**config.mk**
```make
export PLATFORM = sky130hd
export DESIGN_NAME = coin_acceptor_flat
export DESIGN_NICKNAME = d
export VERILOG_FILES = /design/src/rtl/coin_acceptor_if.sv /design/src/rtl/coin_acceptor.sv /design/src/flat_wrapper.sv
export SDC_FILE = /design/constraint.sdc
export NUM_CORES = 1
export LEC_CHECK = 0
export CAP_MARGIN = 20
export CELL_PAD_IN_SITES_DETAIL_PLACEMENT = 0
export CELL_PAD_IN_SITES_GLOBAL_PLACEMENT = 1
export CORE_UTILIZATION = 47
export CTS_CLUSTER_SIZE = 28
export DETAILED_ROUTE_END_ITERATION = 12
export PLACE_DENSITY_LB_ADDON = 0.05
export SYNTH_ARGS = -nofsm -noshare
export SYNTH_HDL_FRONTEND = slang
export SYNTH_SLANG_ARGS = --single-unit
```
**constraint.sdc**
```tcl
create_clock -name clk -period 6.6 [get_ports clk]
set_input_delay 0.99 -clock clk [delete_from_list [all_inputs] [get_ports clk]]
set_output_delay 0.99 -clock clk [all_outputs]
set_load 0.02 [all_outputs]
```
**src/rtl/coin_acceptor_if.sv**
```systemverilog
// Coin acceptor bus: raw sensor lines and downstream ready in,
// coin code, occupancy and status flags out.
interface coin_acceptor_if #(
   parameter int FIFO_DEPTH = 4
);
   localparam int CW = $clog2(FIFO_DEPTH + 1);

   logic          coin5_raw;
   logic          coin10_raw;
   logic          en;
   logic [1:0]    coin;
   logic          coin_valid;
   logic [CW-1:0] fifo_count;
   logic          overflow;
   logic          reject;

   modport master (
      input  coin5_raw, coin10_raw, en,
      output coin, coin_valid, fifo_count,
      output overflow, reject
   );

   modport slave (
      output coin5_raw, coin10_raw, en,
      input  coin, coin_valid, fifo_count,
      input  overflow, reject
   );
endinterface

```
**src/rtl/coin_acceptor.sv**
```systemverilog
// Coin sensor front end: sync, debounce, edge-to-event, small FIFO,
// one registered coin code per enabled cycle.
module coin_acceptor #(
   parameter int DEBOUNCE_CYCLES = 4,
   parameter int FIFO_DEPTH      = 4
) (
   input logic             clk,
   input logic             rst,
   coin_acceptor_if.master bus
);
   localparam int DW = $clog2(DEBOUNCE_CYCLES);
   localparam int AW = $clog2(FIFO_DEPTH);
   localparam int CW = $clog2(FIFO_DEPTH + 1);
   localparam logic [DW-1:0] DMAX = DW'(DEBOUNCE_CYCLES - 1);
   localparam logic [CW-1:0] FULL = CW'(FIFO_DEPTH);

   logic [1:0]            raw;
   logic [1:0]            meta;
   logic [1:0]            sync;
   logic [1:0]            filt;
   logic [1:0]            rise;
   logic [DW-1:0]         cnt [2];

   logic [FIFO_DEPTH-1:0] mem;
   logic [AW-1:0]         wptr;
   logic [AW-1:0]         rptr;
   logic [CW-1:0]         count;

   logic                  push_req;
   logic                  both;
   logic                  full;
   logic                  empty;
   logic                  pop;
   logic                  push;
   logic                  drop;

   logic [1:0]            coin_r;
   logic                  coin_valid_r;
   logic                  overflow_r;
   logic                  reject_r;

   // bit 0 = 5-unit channel, bit 1 = 10-unit channel
   assign raw = {bus.coin10_raw, bus.coin5_raw};

   always_comb begin
      rise = '0;
      for (int i = 0; i < 2; i++)
         rise[i] = sync[i] & ~filt[i] & (cnt[i] == DMAX);
   end

   always_ff @(posedge clk or negedge rst) begin
      if (!rst) begin
         meta <= '0;
         sync <= '0;
         filt <= '0;
         for (int i = 0; i < 2; i++)
            cnt[i] <= '0;
      end else begin
         meta <= raw;
         sync <= meta;
         for (int i = 0; i < 2; i++) begin
            if (sync[i] == filt[i]) begin
               cnt[i] <= '0;
            end else if (cnt[i] == DMAX) begin
               filt[i] <= sync[i];
               cnt[i]  <= '0;
            end else begin
               cnt[i] <= cnt[i] + DW'(1);
            end
         end
      end
   end

   assign both     = rise[0] & rise[1];
   assign push_req = rise[0] ^ rise[1];
   assign full     = (count == FULL);
   assign empty    = (count == '0);
   assign pop      = bus.en & ~empty;
   // a pop frees the slot the simultaneous push lands in
   assign push     = push_req & (~full | pop);
   assign drop     = push_req & full & ~pop;

   always_ff @(posedge clk or negedge rst) begin
      if (!rst) begin
         mem          <= '0;
         wptr         <= '0;
         rptr         <= '0;
         count        <= '0;
         coin_r       <= 2'b00;
         coin_valid_r <= 1'b0;
         overflow_r   <= 1'b0;
         reject_r     <= 1'b0;
      end else begin
         reject_r     <= both;
         coin_valid_r <= pop;
         if (pop)
            coin_r <= mem[rptr] ? 2'b10 : 2'b01;
         else
            coin_r <= 2'b00;
         if (push) begin
            mem[wptr] <= rise[1];
            wptr      <= wptr + AW'(1);
         end
         if (pop)
            rptr <= rptr + AW'(1);
         if (drop)
            overflow_r <= 1'b1;
         if (push & ~pop)
            count <= count + CW'(1);
         else if (pop & ~push)
            count <= count - CW'(1);
      end
   end

   assign bus.coin       = coin_r;
   assign bus.coin_valid = coin_valid_r;
   assign bus.fifo_count = count;
   assign bus.overflow   = overflow_r;
   assign bus.reject     = reject_r;
endmodule

```
**src/flat_wrapper.sv**
```systemverilog
// flat-port wrapper written by rule: the top's interface ports become plain ports
module coin_acceptor_flat 
#(
   parameter int DEBOUNCE_CYCLES = 4,
   parameter int FIFO_DEPTH      = 4
)
  (clk, rst, bus_coin5_raw, bus_coin10_raw, bus_en, bus_coin, bus_coin_valid, bus_fifo_count, bus_overflow, bus_reject);
  coin_acceptor_if #(.FIFO_DEPTH(FIFO_DEPTH)) bus_i ();
  input logic clk;
  input logic rst;
  input wire logic [$bits(bus_i.coin5_raw)-1:0] bus_coin5_raw;
  input wire logic [$bits(bus_i.coin10_raw)-1:0] bus_coin10_raw;
  input wire logic [$bits(bus_i.en)-1:0] bus_en;
  output wire logic [$bits(bus_i.coin)-1:0] bus_coin;
  output wire logic [$bits(bus_i.coin_valid)-1:0] bus_coin_valid;
  output wire logic [$bits(bus_i.fifo_count)-1:0] bus_fifo_count;
  output wire logic [$bits(bus_i.overflow)-1:0] bus_overflow;
  output wire logic [$bits(bus_i.reject)-1:0] bus_reject;
  assign bus_i.coin5_raw = bus_coin5_raw;
  assign bus_i.coin10_raw = bus_coin10_raw;
  assign bus_i.en = bus_en;
  assign bus_coin = bus_i.coin;
  assign bus_coin_valid = bus_i.coin_valid;
  assign bus_fifo_count = bus_i.fifo_count;
  assign bus_overflow = bus_i.overflow;
  assign bus_reject = bus_i.reject;
  coin_acceptor #(.DEBOUNCE_CYCLES(DEBOUNCE_CYCLES), .FIFO_DEPTH(FIFO_DEPTH)) u_core (.clk(clk), .rst(rst), .bus(bus_i));
endmodule
```
==> summary.txt, run 1 <==
Clock network
  – CTS tree: yes
  – Hold-fix buffers, CTS: 0
  – Setup bufs post-CTS: 0
  – # resized after CTS: 0
  – Clk_lat worst skew: slightly above 0.3 ns
  – H-tree levels: 1
  – Total CTS buffers: 3
  – Clock Tree Buf Depth: 2
  – Clk root buf: clkbuf_4
  – # clock sinks: 26
  – Clock transition at path regs: roughly 0.13 ns

Layout
  – Post-layout util: 0.596
  – Fill cell count: ~180
  – Diodes inserted: 0
  – Share of post-route cells with drive strength above 1: 0.129
  – P&R area growth vs syn: 17.6%
  – Final nets: between 100 and 150

Global routing
  – GRT Total Usage: 0.166
  – Initial antenna violation count: 0
  – Largest net degree at the start of global routing: 27
  – Vias in the first global route: approximately 700
  – GR Util met2: 0.252
  – Most used routing layer: met2
  – M1 GR Usage: 0.218
  – Met3 Use GR: 0.0357
  – First-pass GRT wire length: around 3100 microns
  – Grt total ovfl: 0

Setup path
  – Worst Path Max Fanout: 6
  – Worst Path Arrival: roughly 2.9 ns
  – R2R depth: 10
  – Cell family with most CP delay: adder cells
  – Critical R2R Capture: u_core.bus.fifo_count[2]$_DFFE_PN0P_
  – Critical Path Max Stage Delay: between 0.4 and 0.5 ns
  – Reg2reg setup slack: 3.95 ns
  – CP Launch Point: bus_en
  – R2R Path Start: u_core.cnt[0]$_DFF_PN0_
  – Critical Path RT: slightly below 7 ns
  – Critical path launch point type: input pin
  – Worst setup path class: input pin to flip-flop
  – Slowest CP cell: clkdlybuf4s50_1
  – Crit. End Element: flip-flop
  – Crit-path cells: clkdlybuf4s50_1 > nor4b_4 > nor2b_2 > ha_1 > inv_1 > fa_1 > mux2_2
  – Worst path bufs/invs: 2

Power
  – Leakage dissipation: ~0.65 nW
  – Max VDD drop: around 0.00025 V
  – Overall Power: 0.513 mW
  – Pwr dens: between 300 and 400 nW/um^2

Yosys
  – Netlist Area Pre-Place: 1130 sq um
  – Synth top area share: 0.575
  – Post-Syn Area per Cell: ~13 sq um
  – Sequential share of the synthesized area: 0.575
  – Largest cells by area after synthesis: dfrtp_1 58%, ha_1 11%, mux2_1 5.0%
  – Post-synthesis register bit count: 26
  – Netlist cell types: 21
  – Largest area contributor in the netlist: dfrtp_1
  – Syn Nets: 100
  – Cells after synthesis: 84
  – Yosys warns: 0

Route
  – DRC Markers: 0
  – Final ANT Viol Nets: 0
  – Vias/cell: 4.78
  – Iter 0 DRT Violations: 4
  – First-pass DRT Iterations: 3
  – Post-Route WL: 1620 microns
  – Routed len/inst: 12.6 microns
  – DR vias: 616

STA
  – Setup Skew: around 0.0092 ns
  – RSZ-0062 raised after global routing: false
  – Final setup vio count: 0
  – Slew headroom: 0.706
  – Achievable Freq: about 370 MHz
  – Tcrit/Tclk final: 0.412
  – Setup TNS: 0 ns
  – Final Hold Fails: 0
  – Measured slew at the worst slew-check pin: 0.438 ns
  – Final Slew Violations: 0
  – Min Tclk post-route: ~2.7 ns

Floorplan
  – Core area: 2230 sq um
  – DIE HEIGHT: just over 50 microns
  – Initial core utilization: 0.506
  – Die Footprint: approximately 2600 sq um
  – I/O pins: 13
  – DIE WIDTH: 51.1 microns
  – Row cnt: 17

Min path
  – HP Class: flip-flop to flip-flop
  – Hold Path Stages: 0
  – Min-delay src: u_core.meta[1]$_DFF_PN0_
  – Hold path endpoint: u_core.sync[1]$_DFF_PN0_

Status
  – Status: complete, no violations

Placed design
  – RD Place Congestion: 0.713
  – Detail Placement HPWL: roughly 1200 microns
  – PortBufs: 12

Flow run
  – Total of max-cap violations: 0
cells in the mapped netlist, drive strengths merged:
cell type / count
dfrtp: 26
ha: 10
inv: 8
mux2: 6
nor2: 6
nand2: 5
xnor2: 4
and2: 3
nor2b: 3
a21oi: 2
a31o: 2
nor3: 2
xor2: 2
a21o: 1
fa: 1
mux4: 1
nor4b: 1
o31ai: 1
state kept, by name (all words and copies together), names as in the netlist:
signal	flops
u_core.bus.reject	1
u_core.bus.coin_valid	1
u_core.rptr	2
u_core.filt	2
u_core.mem	4
u_core.wptr	2
u_core.bus.fifo_count	3
u_core.bus.overflow	1
u_core.cnt	4
u_core.sync	2
u_core.bus.coin	2
u_core.meta	2
cell families (layout without fill, tap and decap cells):
family                     count (synthesis)  after routing  synth area share
AOI/OAI and AO/OA                          6              6            0.0420
buffers and inverters                      8             25            0.0265
and+or+nand+nor                           20             20             0.102
xor gates and xnor gates                   6              6            0.0465
DFF                                       26             26             0.575
adders and majority gates                 11             11             0.128
muxes                                      7              7            0.0796
power by group:
group          switching (mW)  total [mW]  internal (mW)
sequential             0.0410       0.248          0.207
combinational          0.0897       0.188         0.0987
clock                  0.0435      0.0772         0.0337
per-layer routing:
layer  wire length, microns  share of wire  vias up
met2                    748           0.46        5
li1                       -              -      316
met1                    813           0.50      293
met5                      0              0        -
met3                     31          0.019        2
met4                     26          0.016        0
metrics by stage:
step           cell area, sq um  hold slack (ns)  std cells  setup slack, ns
4_1_cts                    1330            0.368        129             3.89
3_5_place_dp               1290            0.337        125             3.54
5_1_grt                    1330            0.379        129             3.76
6_report                   1330            0.368        129             3.88
2_1_floorplan              1130            0.331         84             4.13
3_3_place_gp               1290            0.339        125             3.57
worst max path at each step:
stage,to,cells past startpoint
2_1_floorplan,u_core.bus.fifo_count[1]$_DFFE_PN0P_,6
3_3_place_gp,u_core.bus.fifo_count[1]$_DFFE_PN0P_,7
3_5_place_dp,u_core.bus.fifo_count[1]$_DFFE_PN0P_,7
4_1_cts,u_core.bus.fifo_count[1]$_DFFE_PN0P_,7
5_1_grt,u_core.bus.fifo_count[2]$_DFFE_PN0P_,10
6_report,u_core.bus.fifo_count[1]$_DFFE_PN0P_,7
cell type report:
type,count,area [sq um],share of cell area
Timing Repair Buffer,13,128,0.0960
Sequential cell,26,651,0.489
Inverter,8,30.0,0.0226
Tap cell,28,35.0,0.0263
Multi-Input combinational cell,50,450,0.339
Clock buffer,4,36.3,0.0273
cell usage in the layout, fill, tap and decap left out, types with 2 or more instances in the layout:
cell type         n
dfrtp_1          26
clkbuf_4          3
nor2_1            6
a21oi_1           2
nand2_1           5
xor2_1            2
ha_1             10
nor3_1            2
mux2_1            5
inv_1             7
nor2b_1           2
and2_1            3
clkdlybuf4s50_1  12
a31o_2            2
xnor2_1           4
worst reg2reg max path: cells and delay by family (launching register included):
kind	cells	cell delay [ns]
xor gates and xnor gates	2	0.32
adders and majority gates	4	1.22
buffers and inverters	1	0.06
DFF	1	0.41
and+or+nand+nor	3	0.57
Note: power is estimated with default switching activity, not from simulation.
==> run 2, diff against run 1 <==
--- a/config.mk
+++ b/config.mk
@@ -8,7 +8,7 @@
 export CAP_MARGIN = 20
 export CELL_PAD_IN_SITES_DETAIL_PLACEMENT = 0
 export CELL_PAD_IN_SITES_GLOBAL_PLACEMENT = 1
-export CORE_UTILIZATION = 47
+export CORE_UTILIZATION = 40
 export CTS_CLUSTER_SIZE = 28
 export DETAILED_ROUTE_END_ITERATION = 12
 export PLACE_DENSITY_LB_ADDON = 0.05
==> constraint.sdc (replaced) <==
create_clock -name clk -period 2.45 [get_ports clk]
set_input_delay 0.3675 -clock clk [delete_from_list [all_inputs] [get_ports clk]]
set_output_delay 0.3675 -clock clk [all_outputs]
set_load 0.02 [all_outputs]
==> summary.txt, run 2 (synthesis results as in run 1) <==
Status
  – Status: complete, no violations

Global routing
  – Initial antenna violation count: 0
  – Largest net degree at the start of global routing: 27
  – First-pass GRT wire length: between 2000 and 3000 microns
  – Vias in the first global route: between 600 and 700
  – GRT Total Usage: 0.135
  – Grt total ovfl: 0

Placed design
  – DP Worst Slack: ~0.047 ns
  – PortBufs: 12
  – Placed cell count: ~130
  – RD Place Congestion: approximately 0.66
  – Detail Placement HPWL: around 1200 microns

Layout
  – Share of post-route cells with drive strength above 1: 0.215
  – Commonest cells after routing, fill and taps aside: 26 x dfrtp_1, 12 x clkdlybuf4s50_1, 7 x inv_1, 7 x ha_1, 7 x buf_4
  – Post-layout util: 0.546
  – Diodes inserted: 0
  – Commonest non-fill, non-tap cell in the layout: dfrtp_1
  – P&R area growth vs syn: 24.0%
  – Final nets: approximately 120
  – Layout Cells excl Fill: around 140

STA
  – Final worst setup slack: approximately 0.11 ns
  – Tcrit/Tclk final: 0.954
  – Final Slew Violations: 0
  – Min Tclk post-route: around 2.3 ns
  – Setup TNS: 0 ns
  – Achievable Freq: roughly 430 MHz
  – Final setup vio count: 0
  – Final Hold Fails: 0
  – Setup Skew: between 0.004 and 0.005 ns
  – Slew headroom: 0.688
  – Measured slew at the worst slew-check pin: between 0.4 and 0.5 ns

Route
  – Post-Route WL: around 1700 microns
  – Final ANT Viol Nets: 0
  – Routed len/inst: about 12 microns
  – DRC Markers: 0
  – DR vias: roughly 660
  – First-pass DRT Iterations: 4
  – Vias/cell: ~4.8
  – Iter 0 DRT Violations: 5

Min path
  – HP Class: flip-flop to flip-flop

Setup path
  – Critical Path RT: ~2.7 ns
  – Crit. End Element: flip-flop
  – Most common cell on crit path: xor2_1
  – Worst setup path class: flip-flop to flip-flop
  – Critical Path Max Stage Delay: just over 0.4 ns
  – Crit-path cells: ha_1 > and2_4 > ha_4 > nor2b_4 > ha_2 > inv_1 > fa_1 > xor2_1 > nor2_1 > xor2_1
  – Worst Path Max Fanout: 5
  – Slowest CP cell: dfrtp_1
  – Worst Path Arrival: between 2 and 3 ns
  – Critical path launch point type: flip-flop

Clock network
  – H-tree levels: 1
  – # clock sinks: 26
  – Total CTS buffers: 3
  – Clk_lat worst skew: around 0.31 ns
  – Clock Tree Buf Depth: 2
  – Clock transition at path regs: between 0.1 and 0.15 ns
  – Hold-fix buffers, CTS: 0
  – Clk root buf: clkbuf_4
  – CTS tree: yes

Floorplan
  – DIE WIDTH: about 55 microns
  – Core area: approximately 2600 sq um
  – Die Footprint: ~3000 sq um
  – DIE HEIGHT: between 50 and 60 microns
  – I/O pins: 13
  – Row cnt: 18
  – Initial core utilization: 0.441

Power
  – Pwr dens: 1020 nW/um^2
  – Overall Power: 1.43 mW
  – Leakage dissipation: 0.677 nW
  – Max VDD drop: roughly 0.00066 V

Flow run
  – Total of max-cap violations: 0
==> run 2: final cells by class <==
class | count | area, sq um
fillers | 234 | 1160
flip-flops and latches | 26 | 651
multi-input cells | 50 | 475
repair buffers | 19 | 173
well taps | 30 | 37.5
clock buffers | 4 | 36.3
inverters | 8 | 30.0
==> run 2: stage by stage <==
stage          hold WS, ns  area, sq um
2_1_floorplan       0.0719         1130
3_3_place_gp         0.332         1330
3_5_place_dp         0.340         1330
4_1_cts              0.362         1360
5_1_grt              0.374         1400
6_report             0.362         1400
==> run 2: worst max-delay path, delay by kind of cell, from the launching register on <==
family	cells	cell delay, ns
adders and majority gates	4	1.03
and+or+nand+nor	3	0.45
DFF	1	0.41
xor gates and xnor gates	2	0.33
buffers and inverters	1	0.05
==> run 2: what timing repair did <==
| action | in CTS | in global routing |
|---|---|---|
| setup endpoints to repair | 0 | 2 |
| resized for setup | 0 | 6 |
| buffers inserted | 0 | 2 |
==> run 2: final timing paths <==
kind,from,to,slack (ns),cells past startpoint
max reg2reg,u_core.cnt[0]$_DFF_PN0_,u_core.bus.fifo_count[2]$_DFFE_PN0P_,0.11,10
max in group asynchronous,rst,u_core.meta[1]$_DFF_PN0_,1.81,2
min reg2reg,u_core.meta[1]$_DFF_PN0_,u_core.sync[1]$_DFF_PN0_,0.36,0
min in group asynchronous,rst,u_core.wptr[0]$_DFFE_PN0P_,0.40,2
min,u_core.meta[1]$_DFF_PN0_,u_core.sync[1]$_DFF_PN0_,0.36,0
max,u_core.cnt[0]$_DFF_PN0_,u_core.bus.fifo_count[2]$_DFFE_PN0P_,0.11,10
==> run 2: power by group <==
group	switching [mW]	total [mW]	internal, mW
registers	0.109	0.666	0.557
logic	0.248	0.547	0.299
clock network	0.122	0.212	0.0908
==> run 2: per-layer routing <==
metal | track usage | part of all wire
met5 | 0 | 0
met4 | 0.0625 | 0.0079
met3 | 0.0246 | 0.032
met2 | 0.215 | 0.47
met1 | 0.178 | 0.49
==> RTL edit, RTL diff (flow settings as in run 2) <==
Make the reset (`rst`) synchronous in 2 clocked blocks.
--- a/src/rtl/coin_acceptor.sv
+++ b/src/rtl/coin_acceptor.sv
@@ -50,3 +50,3 @@
 
-   always_ff @(posedge clk or negedge rst) begin
+   always_ff @(posedge clk) begin
       if (!rst) begin
@@ -82,3 +82,3 @@
 
-   always_ff @(posedge clk or negedge rst) begin
+   always_ff @(posedge clk) begin
       if (!rst) begin
Behaviour: differs if rst is asserted again (counterexample within 10 cycles, from zero or initial values and one cycle with rst low); with rst held inactive, the same outputs for 10 cycles.
==> RTL edit against run 2 <==
Final area increased by 7.1%; wire length is 15% higher; sequential cell count did not move; synthesized area rose by 3.9%; sequential share of layout area down 9.1 points; setup slack worse by 97 ps; global-route usage barely moved.
Power is not compared: it rests on default switching activity, and its combinational part moved more than twofold at a synthesized area within 25%.
==> RTL edit: results (changes against run 2) <==
| Metric | Value |
|---|---|
| Run status | finished, final reports clean (unchanged) |
| Number of vias in the routed layout | 802 (was 659) |
| Drt first pass iters | 3 (was 4) |
| Share of layout cells above drive strength 1 | 0.194 (was 0.215) |
| Number of flops mapped to enable cells by yosys | 4 (was 0) |
| Start point of the critical path | u_core.cnt[0][0] (was u_core.cnt[0]) |
| Capturing element of the worst setup path | u_core.bus.fifo_count[2] (unchanged) |
| Synth warn | 0 (unchanged) |
| Path type of the worst min-delay path | flop to flop (unchanged) |
| Routed wire length per instance | 11.5 µm (was 12.1 µm) |
| RD Place Congestion | 0.657 (was 0.662) |
| Layout Nets | 151 (was 124) |
| Global-route wire length before repair | 3230 µm (was 2820 µm) |
| Sequential share of the synthesized area | 0.477 (was 0.575) |
| Clock transition at the registers of the reported paths | 150 ps |
| Clock tree root driver cell | sky130_fd_sc_hd__clkbuf_4 (unchanged) |
| Total instance count after detailed placement | 156 (was 131) |
| Placed Area | 1420 µm² (was 1330 µm²) |
| Worst reg2reg path depth | 10 (unchanged) |
| Cell leakage power | a little under 0.6 nW |
| Highest ir drop seen on vdd | 0.651 mV |
| Number of distinct library cells after synthesis | 28 (was 21) |
| Largest net degree at the start of global routing | 22 (was 27) |
| Transition at the pin with the smallest max-transition slack | 620 ps (was 465 ps) |
| Switching part of the total | 0.295 |
| Vias per cell | 4.86 (was 4.81) |
| Top cells by area in the synthesized netlist | sky130_fd_sc_hd__dfxtp_1, sky130_fd_sc_hd__ha_1, sky130_fd_sc_hd__edfxtp_1, sky130_fd_sc_hd__and2_1, sky130_fd_sc_hd__mux2i_1 (was sky130_fd_sc_hd__dfrtp_1, sky130_fd_sc_hd__ha_1, sky130_fd_sc_hd__mux2_1, sky130_fd_sc_hd__xnor2_1, sky130_fd_sc_hd__inv_1) |
| Clk_lat worst skew | 340 ps (was 310 ps) |
| Total routing resource utilization after global routing | 0.135 (about the same) |
| Number of buffers between clock root and the deepest sink | 2 (unchanged) |
| Antenna violations before repair | 0 (unchanged) |
| Biggest fanout along the worst timing path | 2 (was 5) |
| Skew final | 15.4 ps (was 4.37 ps) |
| Vias in the first global route | 731 (was 680) |
| Arrival time at the worst endpoint | 2700 ps (was 2580 ps) |
| Commonest non-fill, non-tap cell in the layout | sky130_fd_sc_hd__dfxtp_1 (was sky130_fd_sc_hd__dfrtp_1) |
| Number of buffers inserted by port buffering | 12 (unchanged) |
| Ranking of synthesized cells by instance count | sky130_fd_sc_hd__dfxtp_1, sky130_fd_sc_hd__and2_1, sky130_fd_sc_hd__ha_1, sky130_fd_sc_hd__nand2_1 (was sky130_fd_sc_hd__dfrtp_1, sky130_fd_sc_hd__ha_1, sky130_fd_sc_hd__inv_1) |
| R2R setup slack | 20 ps (was 110 ps) |
| Number of buffers added by the clock tree synthesis step | 3 (unchanged) |
| Ys async rst share | 0 (was 1.00) |
| ANT cells | 0 (unchanged) |
| Cells after Synth | 106 (was 84) |
| CTS HTree Levels | 1 (unchanged) |
| Half-perimeter wire length after placement | 1320 µm (was 1230 µm) |
| First DRT Iteration DRCs | 4 (was 5) |
## RTL edit: repair_timing
item,CTS,global route
setup buffers,3,2
setup endpoints to repair,1,1
gates cloned,0,0
pin swaps,2,5
resized for setup,2,2
hold endpoints to repair,0,0
## RTL edit: worst max-delay path, cell delays in order, from the launching register on
cell and delay [ps]:
sky130_fd_sc_hd__edfxtp_1 420, sky130_fd_sc_hd__ha_2 210, sky130_fd_sc_hd__and2_4 160, sky130_fd_sc_hd__ha_4 260, sky130_fd_sc_hd__nor2b_4 160, sky130_fd_sc_hd__ha_4 140, sky130_fd_sc_hd__inv_1 40, sky130_fd_sc_hd__fa_2 330
sky130_fd_sc_hd__xor2_1 160, sky130_fd_sc_hd__or3_1 370, sky130_fd_sc_hd__a21boi_1 120
## RTL edit: worst min-delay path by stage
stage	from	to	cells after the start
after global routing	u_core.meta[1]	u_core.sync[1]	1
after detailed placement	u_core.meta[1]	u_core.sync[1]	1
after CTS	u_core.meta[1]	u_core.sync[1]	1
after global placement	u_core.meta[0]	u_core.sync[0]	1
after floorplan	u_core.meta[0]	u_core.sync[0]	1
final	u_core.meta[1]	u_core.sync[1]	1
## RTL edit: power by group through the flow
stage | Clock (mW) | Sequential (mW) | Combinational, mW
after global routing | 0.254 | 0.522 | 0.302
after detailed placement | 0 | 0.523 | 0.267
after floorplan | 0 | 0.548 | 0.142
after CTS | 0.234 | 0.514 | 0.275
final | 0.225 | 0.514 | 0.272
after global placement | 0 | 0.523 | 0.265
## RTL edit: routing by layer
metal / track usage / wire [µm] / up-vias
li1: - / - / 419
met1: 0.160 / 925 / 367
met2: 0.226 / 876 / 11
met3: 0.0209 / 39 / 5
met4: 0.0836 / 54 / 0
met5: 0 / 0 / -
## RTL edit: metrics by stage
stage,utilization,worst slack [ps],hold slack (ps)
after floorplan,-,0.0964,412
after global placement,0.515,-16.4,415
after detailed placement,0.515,-47.8,419
after CTS,0.538,4.59,452
after global routing,0.545,-69.2,467
final,0.545,15.7,449
## RTL edit: kinds of logic after synthesis
group / synth area share
AND/OR/NAND/NOR: 0.206
flip-flops: 0.477
AO/OA/AOI/OAI: 0.0777
adder cells (fa/ha/maj): 0.124
buffers and inverters: 0.0288
multiplexers: 0.0618
XOR/XNOR: 0.0224
other: 0.00319
## RTL edit: area by class of cell
| type | instances | area, µm² |
|---|---|---|
| fill | 257 | 1250 |
| clock buffer | 4 | 36.3 |
| inverter | 6 | 22.5 |
| timing repair buffer | 24 | 210 |
| sequential | 26 | 561 |
| tap | 31 | 38.8 |
| multi-input combinational | 74 | 634 |
